$ cat src/rtl/block_ram_word_writer.sv
// Stream-to-RAM loader: one DATA_WIDTH word per beat, lane-by-lane then address-by-address.
// Write port outputs are registered (latency 1); in_ready is high only in WRITE, so the stream stalls outside a job.
module block_ram_word_writer #(
  parameter int DATA_WIDTH = 8,
  parameter int DEPTH      = 64,
  parameter int NUM_WORDS  = 4,
  localparam int AW = $clog2(DEPTH),
  localparam int LW = (NUM_WORDS > 1) ? $clog2(NUM_WORDS) : 1
) (
  input  logic                  clk,
  input  logic                  rst,
  input  logic                  start,
  input  logic [AW-1:0]         base_addr,
  input  logic [AW:0]           num_addrs,
  input  logic [DATA_WIDTH-1:0] in_data,
  input  logic                  in_valid,
  output logic                  in_ready,
  output logic [DATA_WIDTH-1:0] wr_data,
  output logic [AW-1:0]         wr_addr,
  output logic [NUM_WORDS-1:0]  wr_en,
  output logic                  busy,
  output logic                  done
);

  typedef enum logic [1:0] {IDLE, WRITE, DONE} state_t;

  localparam logic [LW-1:0]        LAST_LANE = LW'(NUM_WORDS - 1);
  localparam logic [LW-1:0]        LANE_ONE  = LW'(1);
  localparam logic [AW-1:0]        ADDR_ONE  = AW'(1);
  localparam logic [AW:0]          REM_ONE   = (AW+1)'(1);
  localparam logic [AW:0]          REM_ZERO  = '0;
  localparam logic [NUM_WORDS-1:0] LANE0_EN  = NUM_WORDS'(1);

  state_t          state, state_nxt;
  logic [AW-1:0]   addr;
  logic [AW:0]     remaining;
  logic [LW-1:0]   lane;
  logic            beat;
  logic            last_lane;

  assign in_ready  = (state == WRITE);
  assign busy      = (state != IDLE);
  assign done      = (state == DONE);
  assign beat      = in_valid & in_ready;
  assign last_lane = (lane == LAST_LANE);

  always_ff @(posedge clk or posedge rst) begin
    if (rst) state <= IDLE;
    else     state <= state_nxt;
  end

  always_comb begin
    state_nxt = state;
    case (state)
      IDLE:  if (start) state_nxt = (num_addrs == REM_ZERO) ? DONE : WRITE;
      WRITE: if (beat && last_lane && remaining == REM_ONE) state_nxt = DONE;
      DONE:  state_nxt = IDLE;
      default: state_nxt = IDLE;
    endcase
  end

  // wr_en defaults to zero every cycle so a stall or job end never repeats a write
  always_ff @(posedge clk or posedge rst) begin
    if (rst) begin
      addr      <= '0;
      remaining <= '0;
      lane      <= '0;
      wr_data   <= '0;
      wr_addr   <= '0;
      wr_en     <= '0;
    end else begin
      wr_en <= '0;
      if (state == IDLE && start) begin
        addr      <= base_addr;
        remaining <= num_addrs;
        lane      <= '0;
      end else if (beat) begin
        wr_data <= in_data;
        wr_addr <= addr;
        wr_en   <= LANE0_EN << lane;
        if (last_lane) begin
          lane      <= '0;
          addr      <= addr + ADDR_ONE;
          remaining <= remaining - REM_ONE;
        end else begin
          lane <= lane + LANE_ONE;
        end
      end
    end
  end

endmodule
$ cat config.mk
export PLATFORM = sky130hd
export DESIGN_NAME = block_ram_word_writer
export DESIGN_NICKNAME = d
export VERILOG_FILES = /design/src/rtl/block_ram_word_writer.sv
export SDC_FILE = /design/constraint.sdc
export NUM_CORES = 1
export LEC_CHECK = 0
export CAP_MARGIN = 25
export CORE_MARGIN = 4
export CORE_UTILIZATION = 50
export DETAILED_ROUTE_END_ITERATION = 10
export GPL_ROUTABILITY_DRIVEN = 0
export PLACE_DENSITY = 0.83
export REMOVE_ABC_BUFFERS = 1
export SYNTH_ARGS = -nofsm -noshare
export SYNTH_HDL_FRONTEND = slang
export SYNTH_SLANG_ARGS = --single-unit
$ cat constraint.sdc
create_clock -name clk -period 3.87 [get_ports clk]
set_input_delay 0.9675 -clock clk [delete_from_list [all_inputs] [get_ports clk]]
set_output_delay 0.9675 -clock clk [all_outputs]
set_load 0.02 [all_outputs]
==> metrics.md <==
| Metric | Value |
|---|---|
| Status | `completed` |
| Max Used Layer | `met4` |
| HPWL Detailed | `2470 µm` |
| Ratio of cells with drive above 1 in the final layout | `16.3%` |
| Minimum clock period | `2.86 ns` |
| Placed cells | `approximately 230` |
| Crit-path cells | `nor2b_1, clkdlybuf4s50_1` |
| Setup TNS | `0 ns` |
| Worst Path Max Fanout | `7` |
| Reg area | `876 µm²` |
| Post-synth top area share | `a little over half` |
| VDD IR-drop max | `approximately 0.41 mV` |
| CTS tree | `built` |
| Wire per inst | `approximately 15 µm` |
| Peak Freq | `0.349 GHz` |
| Synth Flop Type | `dfrtp_1` |
| Cell Area, Synth | `0.00164 mm²` |
| Pins over their slew limit | `0` |
| P per Cell Area | `735 mW/mm²` |
| Count leader, synth | `dfrtp_1` |
| Drt drc | `0` |
| Static Leakage | `0.977 nW` |
| GRT Overall Usage | `18.1%` |
| CTS Buf Count | `5` |
| Drt total wl | `3510 µm` |
| Finish-stage setup viols | `0` |
| Mapped Cells | `140` |
| Clock root buffer | `clkbuf_4` |
| CP Capture Type | `output port` |
| Seq/Total Area, Yosys | `53.4%` |
| Arr. time, crit path | `about 1.9 ns` |
| Leading cell types by count after synthesis | `dfrtp_1 (35), mux2_2 (14), nand2_1 (14)` |
| Largest cells by area after synthesis | `dfrtp_1 (53%), mux2_2 (9.6%), ha_1 (5.3%)` |
| Yosys warning total | `0` |
| Antenna Nets Post-Route | `0` |
| Setup ws final | `1.01 ns` |
| Vias in the first global route | `1,284` |
| Worst setup SP type | `register` |
| Synth unique cells | `34` |
| Wl on met1 | `1530 µm` |
| Die Ht | `~65 µm` |
| Die area | `0.00426 mm²` |
| Post-synthesis async set-or-reset flop share | `between 90% and 100%` |
| Fill cells | `about 240` |
| Final worst clock skew | `0.0111 ns` |
| Drt pass-1 iters | `4` |
| First-pass GRT wire length | `5860 µm` |
| Setup slack at placement | `0.824 ns` |
| Placement Rows | `20` |
| Die Wd | `65.3 µm` |
| Initial drt markers | `54` |
| Via count | `between 1k and 1.5k` |
| Seq pwr share | `39.5%` |
| Vias per cell | `5.31` |
| Nets | `221` |
| Avg Inst Size Synth | `11.7 µm²` |
| Min-Delay Path Class | `register to register` |
| EDFF count, synth | `0` |
| Post-CTS Setup Bufs | `0` |
| H-tree levels | `2` |
| Crit path max-delay cell type | `clkdlybuf4s50_1` |
| Hold slack | `0.517 ns` |
| Initial core utilization | `52.8%` |
| Area of the multi-input gates | `712 µm²` |
| Grt total ovfl | `0` |
| CP Class | `register to output port` |
| Core area | `0.00310 mm²` |
| Crit path required time | `2.90 ns` |
| # resized after CTS | `0` |
| IO buf count | `45` |
| Clock Sinks | `35` |
| Biggest area consumer among synthesized cells | `dfrtp_1` |
| Met2 Wirelength | `1740 µm` |
| Unrepaired setup endpoints after global routing | `false` |
| Tcrit/Tclk final | `74.0%` |
| Metal3 WL | `198 µm` |
| Largest net degree at the start of global routing | `36` |
| Logic pwr share | `between 40% and 50%` |
| Worst-path clk slew | `0.11 ns` |
| Antenna violations before repair | `0` |
| Ant diodes | `0` |
| Clock power share | `16.7%` |
| Worst-margin pin slew | `0.430 ns` |
| Clk buf depth | `2` |
| Hold_buf cts | `0` |
| Slew margin rel. | `between 70% and 80%` |
| I/O Pins | `46` |
| CP max stage delay | `0.67 ns` |
| Seq cells post-synth | `35` |
| Max_cap viols | `0` |
| Sw frac | `37.7%` |
| Clk_lat worst skew | `0.36 ns` |
| Endpoints failing hold | `0` |
| Psw | `613 µW` |
| Power Internal | `1.01 mW` |
| Final Non-Filler Cells | `234` |
| Area growth, synth to finish | `35.0%` |
==> flip-flops by register name, indices dropped and copies added (netlist names) <==
signal     cells
addr           6
lane           2
remaining      7
state          2
wr_addr        6
wr_data        8
wr_en          4
==> placed cells by master (no fill, tap or decap), types with 2 or more instances in the layout <==
cell             instances
clkdlybuf4s50_1         45
dfrtp_1                 35
mux2_2                  14
nand2_1                 14
o21ai_0                  9
nor2_1                   7
ha_1                     7
inv_1                    6
clkbuf_4                 5
nand3_1                  4
and3_1                   4
xor2_1                   3
or4_1                    2
nor4_1                   2
nor2b_1                  2
nand4b_1                 2
a31oi_1                  2
o311ai_0                 2
or2_2                    2
o211a_1                  2
a21oi_1                  2
o211ai_1                 2
a221o_1                  2
buf_4                    2
==> metrics by stage <==
stage / cell area (µm²) / total power, mW / utilization (%)
after floorplan: 1610 / 1.06 / -
after global placement: 2130 / 1.33 / 68.7
after detailed placement: 2130 / 1.36 / 68.7
after CTS: 2210 / 1.63 / 71.3
after global routing: 2210 / 1.73 / 71.3
final: 2210 / 1.63 / 71.3
==> power by group through the flow <==
stage | sequential [mW] | clock [mW] | combinational [mW]
3_5_place_dp | 0.648 | 0 | 0.711
2_1_floorplan | 0.714 | 0 | 0.346
3_3_place_gp | 0.638 | 0 | 0.690
4_1_cts | 0.642 | 0.274 | 0.718
5_1_grt | 0.665 | 0.286 | 0.783
6_report | 0.643 | 0.272 | 0.711
==> layer usage <==
| metal | global-route usage (%) | vias to the layer above |
|---|---|---|
| met4 | 9.33 | 0 |
| met2 | 29.5 | 40 |
| met5 | 0 | - |
| li1 | - | 595 |
| met3 | 4.44 | 6 |
| met1 | 22.3 | 601 |
==> final cells by class <==
class | count | share of cell area, %
Inverter | 6 | 1.02
Clock inverter | 3 | 1.98
Timing Repair Buffer | 47 | 21.0
Sequential cell | 35 | 39.6
Tap cell | 44 | 2.49
Multi-Input combinational cell | 94 | 32.2
Clock buffer | 5 | 1.70
==> cells by family (layout without fill, tap and decap cells) <==
kind of cell	after synthesis	after routing	share of synthesized area, %
and+or+nand+nor	44	44	15.6
AOI/OAI and AO/OA	24	24	10.2
DFF	35	35	53.4
adders and majority gates	7	7	5.34
buffers and inverters	11	61	3.13
muxes	15	15	10.2
xor gates and xnor gates	4	4	2.14
==> worst max-delay path: cells and delay by family (launching register included) <==
family	cells	cell delay [ns]
AND/OR/NAND/NOR	1	0.35
buffers and inverters	1	0.67
flip-flops	1	0.52
==> final timing paths <==
check / from / endpoint / slack [ns] / cells after the start
max: state[0] / in_ready / 1.01 / 2
min: wr_data[3] / wr_data[3] / 0.52 / 1
max reg2reg: state[1] / remaining[5] / 1.88 / 4
min reg2reg: wr_data[3] / wr_data[3] / 0.52 / 1
max in group asynchronous: rst / remaining[6] / 2.56 / 3
min in group asynchronous: rst / wr_data[0] / 1.00 / 3
No activity file was read; power rests on OpenSTA's default activity.
